$ cat config.mk
export PLATFORM = sky130hd
export DESIGN_NAME = clk_rst_sequencer
export DESIGN_NICKNAME = d
export VERILOG_FILES = /design/src/rtl/clk_rst_seq_pkg.sv /design/src/rtl/cdc_sync_2ff.sv /design/src/rtl/clk_rst_sequencer.sv
export SDC_FILE = /design/constraint.sdc
export NUM_CORES = 1
export LEC_CHECK = 0
export ABC_AREA = 1
export ABC_CLOCK_PERIOD_IN_PS = 4500
export CAP_MARGIN = 20
export CORE_MARGIN = 2
export CORE_UTILIZATION = 55
export CTS_BUF_LIST = sky130_fd_sc_hd__clkbuf_2 sky130_fd_sc_hd__clkbuf_4 sky130_fd_sc_hd__clkbuf_8
export CTS_CLUSTER_SIZE = 8
export DETAILED_ROUTE_END_ITERATION = 10
export PLACE_DENSITY_LB_ADDON = 0.05
export SYNTH_ARGS = -nofsm -noshare
export SYNTH_HDL_FRONTEND = slang
export SYNTH_SLANG_ARGS = --single-unit
$ cat constraint.sdc
create_clock -name clk_i -period 4.5 [get_ports clk_i]
set_input_delay 0.45 -clock clk_i [delete_from_list [all_inputs] [get_ports clk_i]]
set_output_delay 0.45 -clock clk_i [all_outputs]
set_load 0.02 [all_outputs]
$ cat src/rtl/clk_rst_seq_pkg.sv
// -----------------------------------------------------------------------------
// clk_rst_seq_pkg
// Shared types and constants for the power-up / clock-gating sequencer.
//   seq_state_e    : 3-bit sequencer state encoding (0..5 in use, 6/7 unused)
//   seq_out_t      : bundle of the registered control outputs
//   DEF_*          : default timing parameters
//   decode_outputs : output values that belong to a given state
//   max3           : helper used to size the shared wait counter
// -----------------------------------------------------------------------------
package clk_rst_seq_pkg;

  typedef enum logic [2:0] {
    ST_IDLE    = 3'd0,
    ST_CLK_ON  = 3'd1,
    ST_RST_REL = 3'd2,
    ST_RUN     = 3'd3,
    ST_GATED   = 3'd4,
    ST_UNGATE  = 3'd5
  } seq_state_e;

  localparam int unsigned DEF_LOCK_FILTER_CYCLES = 16;
  localparam int unsigned DEF_CLK_EN_DELAY       = 4;
  localparam int unsigned DEF_RST_HOLD_CYCLES    = 8;

  typedef struct packed {
    logic gate_ack;
    logic clk_soc_en;
    logic clk_cluster_en;
    logic rstn_soc;
    logic rstn_cluster;
    logic ready;
  } seq_out_t;

  // Output values driven while the sequencer sits in state st. Unused
  // encodings fall into the default branch and look exactly like IDLE.
  function automatic seq_out_t decode_outputs(input seq_state_e st);
    seq_out_t o;
    o = '0;
    case (st)
      ST_CLK_ON: begin
        o.clk_soc_en     = 1'b1;
        o.clk_cluster_en = 1'b1;
      end
      ST_RST_REL: begin
        o.clk_soc_en     = 1'b1;
        o.clk_cluster_en = 1'b1;
        o.rstn_soc       = 1'b1;
      end
      ST_RUN: begin
        o.clk_soc_en     = 1'b1;
        o.clk_cluster_en = 1'b1;
        o.rstn_soc       = 1'b1;
        o.rstn_cluster   = 1'b1;
        o.ready          = 1'b1;
      end
      ST_GATED: begin
        o.gate_ack       = 1'b1;
        o.clk_soc_en     = 1'b1;
        o.rstn_soc       = 1'b1;
        o.rstn_cluster   = 1'b1;
        o.ready          = 1'b1;
      end
      ST_UNGATE: begin
        o.gate_ack       = 1'b1;
        o.clk_soc_en     = 1'b1;
        o.clk_cluster_en = 1'b1;
        o.rstn_soc       = 1'b1;
        o.rstn_cluster   = 1'b1;
        o.ready          = 1'b1;
      end
      default: o = '0;
    endcase
    return o;
  endfunction

  function automatic int unsigned max3(input int unsigned a,
                                       input int unsigned b,
                                       input int unsigned c);
    int unsigned m;
    m = a;
    if (b > m) m = b;
    if (c > m) m = c;
    return m;
  endfunction

endpackage

$ cat src/rtl/cdc_sync_2ff.sv
// -----------------------------------------------------------------------------
// cdc_sync_2ff
// Two-flop synchronizer for a single-bit level signal crossing into clk.
//   clk : destination clock
//   rst : asynchronous active-high reset, both flops clear to 0
//   d   : asynchronous input level
//   q   : synchronized level, two clk edges behind d
// -----------------------------------------------------------------------------
module cdc_sync_2ff (
  input  logic clk,
  input  logic rst,
  input  logic d,
  output logic q
);

  logic meta_q;
  logic sync_q;

  always_ff @(posedge clk or posedge rst) begin
    if (rst) begin
      meta_q <= 1'b0;
      sync_q <= 1'b0;
    end else begin
      meta_q <= d;
      sync_q <= meta_q;
    end
  end

  assign q = sync_q;

endmodule

$ cat src/rtl/clk_rst_sequencer.sv
// -----------------------------------------------------------------------------
// clk_rst_sequencer
// Power-up and cluster clock-gating sequencer feeding the clock/reset
// generator. Runs on the non-gated SoC clock.
//   clk_i                : non-gated SoC clock
//   rst_i                : asynchronous active-high reset
//   locked_i             : clock-manager lock (asynchronous, synchronized here)
//   cluster_gate_req_i   : software level request to gate the cluster clock
//   cluster_busy_i       : cluster not idle, holds off gating
//   cluster_gate_ack_o   : gating acknowledge
//   clk_soc_enable_o     : SoC clock enable
//   clk_cluster_enable_o : cluster clock enable
//   rstn_soc_o           : SoC reset, active-low
//   rstn_cluster_o       : cluster reset, active-low
//   ready_o              : start-up sequence complete
//   state_o              : current state encoding (debug)
//
// Gate handshake (4-phase, level based): software raises req; once the
// sequencer is in RUN and the cluster is not busy, the cluster clock stops
// and ack rises. Software then drops req; the cluster clock restarts and ack
// stays high for CLK_EN_DELAY cycles before falling, which closes the
// handshake. A lock loss aborts the handshake and drops ack immediately.
// -----------------------------------------------------------------------------
module clk_rst_sequencer
  import clk_rst_seq_pkg::*;
#(
  parameter int unsigned LOCK_FILTER_CYCLES = DEF_LOCK_FILTER_CYCLES,
  parameter int unsigned CLK_EN_DELAY       = DEF_CLK_EN_DELAY,
  parameter int unsigned RST_HOLD_CYCLES    = DEF_RST_HOLD_CYCLES
) (
  input  logic       clk_i,
  input  logic       rst_i,
  input  logic       locked_i,
  input  logic       cluster_gate_req_i,
  input  logic       cluster_busy_i,
  output logic       cluster_gate_ack_o,
  output logic       clk_soc_enable_o,
  output logic       clk_cluster_enable_o,
  output logic       rstn_soc_o,
  output logic       rstn_cluster_o,
  output logic       ready_o,
  output logic [2:0] state_o
);

  localparam int unsigned CNT_MAX = max3(LOCK_FILTER_CYCLES, CLK_EN_DELAY,
                                         RST_HOLD_CYCLES);
  localparam int unsigned CNT_W   = $clog2(CNT_MAX) + 1;

  // Timed states count down to zero, so a wait of N cycles loads N-1.
  // IDLE counts up instead: the count is the number of consecutive lock
  // samples already seen, and the Nth one triggers the transition.
  localparam logic [CNT_W-1:0] LOCK_LAST     = CNT_W'(LOCK_FILTER_CYCLES - 1);
  localparam logic [CNT_W-1:0] CLK_EN_LOAD   = CNT_W'(CLK_EN_DELAY - 1);
  localparam logic [CNT_W-1:0] RST_HOLD_LOAD = CNT_W'(RST_HOLD_CYCLES - 1);

  logic             lock_s;
  seq_state_e       state_q;
  seq_state_e       state_d;
  logic [CNT_W-1:0] cnt_q;
  logic [CNT_W-1:0] cnt_d;
  seq_out_t         out_q;

  cdc_sync_2ff u_lock_sync (
    .clk (clk_i),
    .rst (rst_i),
    .d   (locked_i),
    .q   (lock_s)
  );

  // Next-state and counter logic.
  always_comb begin
    state_d = state_q;
    cnt_d   = cnt_q;
    if (state_q != ST_IDLE && !lock_s) begin
      // Lock loss dominates everything else, including a gate request.
      state_d = ST_IDLE;
      cnt_d   = '0;
    end else begin
      case (state_q)
        ST_IDLE: begin
          if (!lock_s) begin
            cnt_d = '0;
          end else if (cnt_q == LOCK_LAST) begin
            state_d = ST_CLK_ON;
            cnt_d   = CLK_EN_LOAD;
          end else begin
            cnt_d = cnt_q + 1'b1;
          end
        end
        ST_CLK_ON: begin
          if (cnt_q == '0) begin
            state_d = ST_RST_REL;
            cnt_d   = RST_HOLD_LOAD;
          end else begin
            cnt_d = cnt_q - 1'b1;
          end
        end
        ST_RST_REL: begin
          if (cnt_q == '0) begin
            state_d = ST_RUN;
          end else begin
            cnt_d = cnt_q - 1'b1;
          end
        end
        ST_RUN: begin
          // A busy cluster simply holds off the request; it stays pending.
          if (cluster_gate_req_i && !cluster_busy_i) begin
            state_d = ST_GATED;
          end
        end
        ST_GATED: begin
          if (!cluster_gate_req_i) begin
            state_d = ST_UNGATE;
            cnt_d   = CLK_EN_LOAD;
          end
        end
        ST_UNGATE: begin
          // Requests are ignored here; a new one is picked up from RUN.
          if (cnt_q == '0) begin
            state_d = ST_RUN;
          end else begin
            cnt_d = cnt_q - 1'b1;
          end
        end
        default: begin
          state_d = ST_IDLE;
          cnt_d   = '0;
        end
      endcase
    end
  end

  // State, counter and outputs update together, so every output changes on
  // the same edge as the transition it belongs to.
  always_ff @(posedge clk_i or posedge rst_i) begin
    if (rst_i) begin
      state_q <= ST_IDLE;
      cnt_q   <= '0;
      out_q   <= '0;
    end else begin
      state_q <= state_d;
      cnt_q   <= cnt_d;
      out_q   <= decode_outputs(state_d);
    end
  end

  assign cluster_gate_ack_o   = out_q.gate_ack;
  assign clk_soc_enable_o     = out_q.clk_soc_en;
  assign clk_cluster_enable_o = out_q.clk_cluster_en;
  assign rstn_soc_o           = out_q.rstn_soc;
  assign rstn_cluster_o       = out_q.rstn_cluster;
  assign ready_o              = out_q.ready;
  assign state_o              = state_q;

endmodule

==> results of run 1 <==
[layout make-up]
type	count	area [um2]	share of cell area
Multi-Input combinational cell	83	449.2	0.4112
Sequential cell	15	375.4	0.3436
Timing Repair Buffer	13	130.1	0.1191
Inverter	24	90.09	0.08247
Clock buffer	3	22.52	0.02062
Tap cell	16	20.02	0.01833
Clock inverter	1	5.005	0.004582
[layout by cell type (no fill, tap or decap), drive strengths merged]
cell	count
a21oi	4
o22ai	1
o2bb2ai	1
o21bai	1
o21ai	8
o21a	1
nor2	7
nand2	39
dfrtp	15
nor3	1
clkbuf	3
nand3	10
nand3b	1
xnor2	1
nand4	2
xor2	3
inv	24
clkinv	1
ha	3
clkdlybuf4s50	13
[registers in the layout, indices dropped and copies added (netlist names)]
register	count
clk_cluster_enable_o	1
state_o	3
rstn_soc_o	1
u_lock_sync.q	1
cluster_gate_ack_o	1
clk_soc_enable_o	1
u_lock_sync.meta_q	1
cnt_q	5
ready_o	1
[cell families (layout without fill, tap and decap cells)]
kind of cell               count (synthesis)  count (layout)
AOI/OAI and AO/OA                         16              16
and+or+nand+nor                           60              60
adders and majority gates                  3               3
DFF                                       15              15
buffers and inverters                     27              41
xor gates and xnor gates                   4               4
[final timing paths]
kind / startpoint / end / slack [ps] / depth (start not counted)
worst max-delay path: state_o[0] / state_o[0] / 2650 / 1
worst min-delay path: u_lock_sync.meta_q / u_lock_sync.q / 360 / 0
worst max register to register: cnt_q[0] / ready_o / 2750 / 9
worst min register to register: u_lock_sync.meta_q / u_lock_sync.q / 360 / 0
max in group asynchronous: rst_i / clk_soc_enable_o / 3630 / 2
min in group asynchronous: rst_i / cnt_q[4] / 510 / 2
[power by group through the flow]
stage | registers (uW) | logic [uW] | clock network (uW)
finish | 141 | 29.0 | 73.7
global route | 142 | 33.5 | 83.2
CTS | 141 | 29.3 | 75.8
detailed placement | 144 | 29.0 | 0
global placement | 144 | 28.5 | 0
floorplan | 142 | 23.2 | 0
[per-layer routing]
metal / track usage / up-vias / part of all wire
met3: 0.01200 / 2 / 0.040
met1: 0.2779 / 360 / 0.49
met5: 0 / - / 0
met4: 0.08824 / 0 / 0.0046
li1: - / 416 / -
met2: 0.3200 / 26 / 0.46
[stage by stage]
| step | utilization | instances | hold slack (ps) | power [uW] | instance area [um2] |
|---|---|---|---|---|---|
| 6_report | 0.7006 | 155 | 363.8 | 243.8 | 1092 |
| 5_1_grt | 0.7006 | 155 | 376.5 | 258.5 | 1092 |
| 4_1_cts | 0.7006 | 155 | 375.8 | 246.3 | 1092 |
| 3_5_place_dp | 0.6830 | 151 | 359.5 | 172.9 | 1065 |
| 3_3_place_gp | 0.6830 | 151 | 335.8 | 172.1 | 1065 |
| 2_1_floorplan | - | 125 | 331.2 | 165.6 | 938.4 |
[synth_stat cells]
cell type / count / area (um2)
a21oi_1: 4 / 20.02
buf_4: 1 / 7.510
buf_6: 1 / 11.26
clkbuf_2: 1 / 5.000
dfrtp_1: 15 / 375.4
ha_1: 3 / 37.54
inv_1: 23 / 86.33
inv_2: 1 / 3.750
nand2_1: 34 / 127.6
nand2_2: 4 / 25.02
nand2_4: 1 / 11.26
nand3_1: 9 / 45.04
nand3_2: 1 / 10.01
nand3b_1: 1 / 7.510
nand4_1: 2 / 12.51
nor2_1: 4 / 15.01
nor2_2: 2 / 12.51
nor2_4: 1 / 11.26
nor3_1: 1 / 5.000
o21a_1: 1 / 7.510
o21ai_0: 4 / 20.02
o21ai_1: 4 / 20.02
o21bai_2: 1 / 11.26
o22ai_1: 1 / 6.260
o2bb2ai_1: 1 / 8.760
xnor2_1: 1 / 8.760
xor2_1: 3 / 26.28
[worst register-to-register path, stage by stage (launching register included)]
cell and delay [ps]:
dfrtp_1 400, inv_1 130, ha_1 230, nand3_2 150, nand2_1 90, nand2_1 40, nand2_1 80, nand2_1 120
ha_1 230, o21bai_2 180
==> metrics.txt, run 1 <==
status completed; WL final 1756 um; setup violators final 0; clock power share 0.302; family with the most delay on the worst path buffers and inverters; Power Dens Cells 223.2 nW/um2; share of cells above drive strength 1 0.1079; Root Driver clkbuf_4; Resized cells post-CTS 0; DRT iter0 DRCs 21; syn_nets 133; critical path launch point type flop; Mapped Area 938.4 um2; Worst Hold Class flop to flop; Mapped Cells 125; final-report hold violation count 0; critical path class flop to output pin; Crit Path Max Fanout 7; Core Area 1559 um2; Layout Nets 148; simple logic cell fraction of the synthesized area 0.3013; sw power 61.39 uW; Slew headroom 0.6483; Die Span Y 45.31 um; Final Wtd Congestion 0.8275; maxcap violations 0; fmax 540.6 MHz; clock latency on the worst-skew pair 280 ps; Routed WL per cell 11.33 um; Clock Sink Count 15; Hold Buf Count CTS 0; crit path buf inv count 1; switching part of the total 0.2518; Max VDD drop 202.4 uV; mux cell area share after synthesis 0; Post-DRT Antenna Nets 0; via count 804; Synth Area in Compound Gates 0.1000; Sequential Power Share 0.579; Initial Util 0.6019; Reg clk slew, reported paths 90 ps; Area Growth Syn to Fin 16.40%; row cnt 14; share of total power in combinational logic 0.119; diodes inserted 0; Slowest cell on crit path clkdlybuf4s50_1; GRT Residual Overflow 0; post-CTS setup buffers 0; Vias/cell 5.187; Port Buffers 13; gr usage total 0.1992; CTS max path bufs 2; WP data arrival 1400 ps; largest net degree at the start of global routing 16; fin crit period 1850 ps; CP endpoint kind output pin; fin. max-slew vios 0; CTS buffer count 3; measured slew at the worst slew-check pin 527.0 ps; unrepaired setup endpoints after global routing no; Synth Register Bits 15; die width 45.31 um; IO Count 14; internal cell power 182.4 uW; Final TNS setup 0 ps; Synth warnings 0; vias in the first global route 737; router iterations before antenna repair 4; # fillers 138; initial antenna violation count 0; DIE AREA 2053 um2; slack of the critical path 2650 ps; Seq/Total Area, Yosys 0.4000; pre-CTS setup slack 2628 ps; CP required 4050 ps; Max stage delay on crit path 650 ps; DRC 0; first-pass GRT wire length 2953 um; Mean Syn Cell Area 7.507 um2; DP HPWL 1423 um; Adder-Cell Fraction of Synth Area 0.04000; CP Cell Sequence clkdlybuf4s50_1; synth unique cells 27; Static Leakage 0.0006140 uW; CTS tree yes; Final period util 0.4110; main combinational cell family by area after synthesis simple AND/OR/NAND/NOR gates; Layout Skew 8.244 ps; H-tree depth 1; Post-Synth XOR/XNOR Area 0.03733
Power figures use the tool's default switching activity.
==> run 2, diff against run 1 <==
--- a/config.mk
+++ b/config.mk
@@ -6,10 +6,10 @@
 export NUM_CORES = 1
 export LEC_CHECK = 0
 export ABC_AREA = 1
-export ABC_CLOCK_PERIOD_IN_PS = 4500
+export ABC_CLOCK_PERIOD_IN_PS = 1600
 export CAP_MARGIN = 20
 export CORE_MARGIN = 2
-export CORE_UTILIZATION = 55
+export CORE_UTILIZATION = 50
 export CTS_BUF_LIST = sky130_fd_sc_hd__clkbuf_2 sky130_fd_sc_hd__clkbuf_4 sky130_fd_sc_hd__clkbuf_8
 export CTS_CLUSTER_SIZE = 8
 export DETAILED_ROUTE_END_ITERATION = 10
==> constraint.sdc (replaced) <==
create_clock -name clk_i -period 1.6 [get_ports clk_i]
set_input_delay 0.16 -clock clk_i [delete_from_list [all_inputs] [get_ports clk_i]]
set_output_delay 0.16 -clock clk_i [all_outputs]
set_load 0.02 [all_outputs]
==> run 2 against run 1 <==
Total power rose to 3.0 times the previous value. Critical path type is now flop to flop. Sequential share of layout area fell by 3.4 points. Largest power group unchanged. Largest cell class unchanged. Critical path depth grew 6.
==> metrics.txt, run 2 (same netlist as run 1, synthesis figures left out) <==
total power 731.8 uW; Power Dens Cells 598.7 nW/um2; internal cell power 556.1 uW; Static Leakage 0.0006640 uW; Vias/cell 4.845; gr usage total 0.2114; Most flops, register cnt_q; CP endpoint kind flop; vias in the first global route 787; Largest register FFs 5; share of cells above drive strength 1 0.2617; switching part of the total 0.2401; fmax 648.4 MHz; Crit Path Max Fanout 7; area of the multi-input gates 486.7 um2; initial antenna violation count 0; reg2reg start state_o[1]; diodes inserted 0; Core Area 1745 um2; Layout Nets 158; IO Count 14; largest net degree at the start of global routing 16; Worst Hold Class primary input to async pin; CP Launch Point state_o[1]; Reg2Reg Setup Slack 60 ps; share of total power in combinational logic 0.163; status completed; DP HPWL 1627 um; # fillers 155; most frequent cells in the layout nand2_1, inv_1, clkdlybuf4s50_1, dfrtp_1, buf_4; Routed WL per cell 11.93 um; CTS buffer count 3; CTS tree yes; H-tree depth 1; Initial Util 0.5376; Reg clk slew, reported paths 80 ps; DRC 0; commonest non-fill, non-tap cell in the layout nand2_1; Final TNS setup 0 ps; Max VDD drop 536.9 uV; Storage cell area 379.1 um2; DRT iter0 DRCs 9; Post-DRT Antenna Nets 0; Die Span Y 47.32 um; pre-CTS setup slack -29.03 ps; Sequential Power Share 0.538; Root Driver clkbuf_4; measured slew at the worst slew-check pin 536.4 ps; final-report hold violation count 0; WL final 2075 um; fin crit period 1542 ps; critical path class flop to flop; via count 843; first-pass GRT wire length 3305 um; GRT Residual Overflow 0; Layout Skew 4.922 ps; maxcap violations 0; router iterations before antenna repair 4; Port Buffers 13; Post-DP Area 1129 um2; WP data arrival 1760 ps; Clock Sink Count 15; CTS max path bufs 2; Final period util 0.9639; fin. max-slew vios 0; row cnt 15; critical path launch point type flop; slack of the critical path 57.80 ps; Area Growth Syn to Fin 30.27%; Hold Buf Count CTS 0; Hold WS 227.7 ps; DIE AREA 2239 um2; setup violators final 0; final instance area 1222 um2; Final Wtd Congestion 0.9227; CP required 1820 ps; sw power 175.7 uW; Slew headroom 0.6420; die width 47.32 um; clock power share 0.299; clock latency on the worst-skew pair 270 ps
[run 2: critical path: stages (launching register included)]
cell,delay (ps)
dfrtp_2,470
nor2_4,180
nand2_1,110
o21ai_1,130
a21oi_2,70
a21oi_2,150
ha_2,300
nand2_1,70
[run 2: worst paths after layout]
| path | endpoint | cells after the start |
|---|---|---|
| worst min register to register | u_lock_sync.q | 0 |
| worst max-delay path | clk_soc_enable_o | 7 |
| max in group asynchronous | state_o[0] | 2 |
| worst min-delay path | rstn_soc_o | 2 |
| worst max register to register | clk_soc_enable_o | 7 |
| min in group clk_i | u_lock_sync.meta_q | 1 |
[run 2: routing by layer]
layer  wire, um  global-route usage  vias to the layer above  share of wire
li1           -                   -                      435              -
met1        964              0.3027                      390           0.46
met2       1019              0.3270                       16           0.49
met3         77             0.02308                        2          0.037
met4         13             0.08333                        0         0.0063
met5          0                   0                        -              0
[run 2: area by class of cell]
class / instances / area share
repair buffers: 23 / 0.1679
flip-flops and latches: 15 / 0.3101
well taps: 25 / 0.02559
inverters: 24 / 0.07370
clock buffers: 4 / 0.02457
multi-input cells: 83 / 0.3982
[run 2: power by group through the flow]
stage	combinational, uW	clock [uW]	sequential [uW]
2_1_floorplan	65.2	0	400
3_3_place_gp	101	0	400
3_5_place_dp	102	0	400
4_1_cts	105	226	393
5_1_grt	134	241	395
6_report	119	219	393
[run 2: stage by stage]
stage	instances	utilization
final	174	0.7004
after global routing	174	0.7004
after CTS	171	0.6674
after detailed placement	167	0.6466
after global placement	167	0.6466
after floorplan	125	-
[run 2: repair_timing]
item	CTS	global route
buffers inserted	0	3
gates resized for setup	3	16
endpoints found under the setup margin	1	11
pin swaps	0	4
==> run 3, diff against run 2 <==
--- a/config.mk
+++ b/config.mk
@@ -10,9 +10,10 @@
 export CAP_MARGIN = 20
 export CORE_MARGIN = 2
 export CORE_UTILIZATION = 50
-export CTS_BUF_LIST = sky130_fd_sc_hd__clkbuf_2 sky130_fd_sc_hd__clkbuf_4 sky130_fd_sc_hd__clkbuf_8
+export CTS_BUF_LIST = sky130_fd_sc_hd__clkbuf_8
 export CTS_CLUSTER_SIZE = 8
 export DETAILED_ROUTE_END_ITERATION = 10
+export GPL_ROUTABILITY_DRIVEN = 1
 export PLACE_DENSITY_LB_ADDON = 0.05
 export SYNTH_ARGS = -nofsm -noshare
 export SYNTH_HDL_FRONTEND = slang
==> run 3 against run 2 <==
Utilization is 0.86 points higher. Global-route usage rose by 0.48 points. Non-clock buffer count unchanged. Fmax up 1.2%. Worst setup slack gained 18 ps. Die area unchanged. Sequential cell count unchanged. Total power up 9.9%. First-iteration DRC count up 11%. Register-to-register slack gained 20 ps. Worst hold slack improved by 27 ps.
==> metrics.txt, run 3 (same netlist as run 1, synthesis figures left out) <==
Crit Path Max Fanout 7; CP required 1790 ps; Root Driver clkbuf_8; Static Leakage 0.0006731 uW; Hold Buf Count CTS 0; crit path buf inv count 0; initial antenna violation count 0; critical path class flop to flop; reg2reg start state_o[1]; Levels on crit path 7; Area Growth Syn to Fin 31.87%; share of cells above drive strength 1 0.2550; clock latency on the worst-skew pair 240 ps; Port Buffers 13; Slew headroom 0.6447; Routed WL per cell 12.07 um; Core Area 1745 um2; first-pass GRT wire length 3325 um; CTS max path bufs 2; area of the multi-input gates 486.7 um2; Hold WS 254.4 ps; DP HPWL 1627 um; largest net degree at the start of global routing 16; Most flops, register cnt_q; CP Launch Point state_o[1]; Power Dens Cells 650.1 nW/um2; measured slew at the worst slew-check pin 532.4 ps; DRC 0; row cnt 15; # fillers 152; Final period util 0.9529; Layout Nets 158; setup violators final 0; final-report hold violation count 0; IO Count 14; family with the most delay on the worst path flip-flops; Slowest cell on crit path dfrtp_2; fin. max-slew vios 0; Max stage delay on crit path 460 ps; Worst Hold Class primary input to async pin; Post-DRT Antenna Nets 0; WP data arrival 1710 ps; CTS buffer count 3; commonest non-fill, non-tap cell in the layout nand2_1; Die Span Y 47.32 um; DIE AREA 2239 um2; CP Cell Sequence nor2_4 -> nand2_1 -> o21ai_1 -> a21oi_2 -> a21oi_2 -> ha_2 -> nand2_1; DRT iter0 DRCs 10; GRT Residual Overflow 0; fmax 655.9 MHz; Vias/cell 4.828; Max VDD drop 614.1 uV; post-layout util 0.7090; Layout Skew 3.325 ps; Initial Util 0.5376; CP Capture Point clk_soc_enable_o; r2r endpoint clk_soc_enable_o; Clock Sink Count 15; CP endpoint kind flop; WL final 2100 um; Storage cell area 379.1 um2; vias in the first global route 785; R2R depth 7; Reg2Reg Setup Slack 80 ps; via count 840; Final Wtd Congestion 0.9227; diodes inserted 0; CTS tree yes; H-tree depth 1; Reg clk slew, reported paths 60 ps; fin crit period 1525 ps; router iterations before antenna repair 4; die width 47.32 um; gr usage total 0.2162; most frequent cells in the layout nand2_1, inv_1, clkdlybuf4s50_1, dfrtp_1, buf_4; status completed; Largest register FFs 5; maxcap violations 0; critical path launch point type flop
## run 3: cell types whose count changed in the layout (fill, tap and decap cells not counted), sizes merged
cell / change
clkbuf: -1
inv: +1
## run 3: stage by stage
step / power [uW] / TNS, ps / area [um2] / instances / worst slack [ps]
after detailed placement: 502.7 / -29.03 / 1129 / 167 / -29.03
after floorplan: 465.7 / 0 / 938.4 / 125 / 21.72
after global routing: 839.8 / -7.274 / 1237 / 174 / -6.896
final: 804.5 / 0 / 1237 / 174 / 75.42
after global placement: 501.3 / 0 / 1129 / 167 / 13.72
after CTS: 793.0 / 0 / 1180 / 171 / 3.345
## run 3: where the power goes
group / internal, uW / leakage [uW] / switching (uW)
Clock: 170 / 0.0000269 / 121
Sequential: 389 / 0.000197 / 5.72
Combinational: 54.9 / 0.000449 / 64.3
## run 3: repair_timing
action                                  in CTS  in global routing
endpoints found under the setup margin       1                  9
resized for setup                            2                 16
pin swaps                                    0                  5
gates cloned                                 0                  0
buffers inserted                             0                  3
## run 3: final cells by class
cell class	count	area share
multi-input combinational	83	0.3933
inverter	24	0.07280
timing repair buffer	23	0.1658
clock inverter	1	0.003033
tap	25	0.02528
sequential	15	0.3064
clock buffer	3	0.03337
## run 3: worst min-delay path by stage
stage / end / slack [ps] / depth (start not counted)
3_5_place_dp: u_lock_sync.q / 330 / 0
2_1_floorplan: clk_cluster_enable_o / 60 / 1
3_3_place_gp: u_lock_sync.q / 330 / 0
4_1_cts: rstn_soc_o / 270 / 2
5_1_grt: rstn_soc_o / 330 / 2
6_report: rstn_soc_o / 250 / 2
## run 3: per-layer routing
metal | track usage | part of all wire
met5 | 0 | 0
met4 | 0.08333 | 0.0043
met3 | 0.04615 | 0.033
met2 | 0.3216 | 0.48
met1 | 0.3075 | 0.49
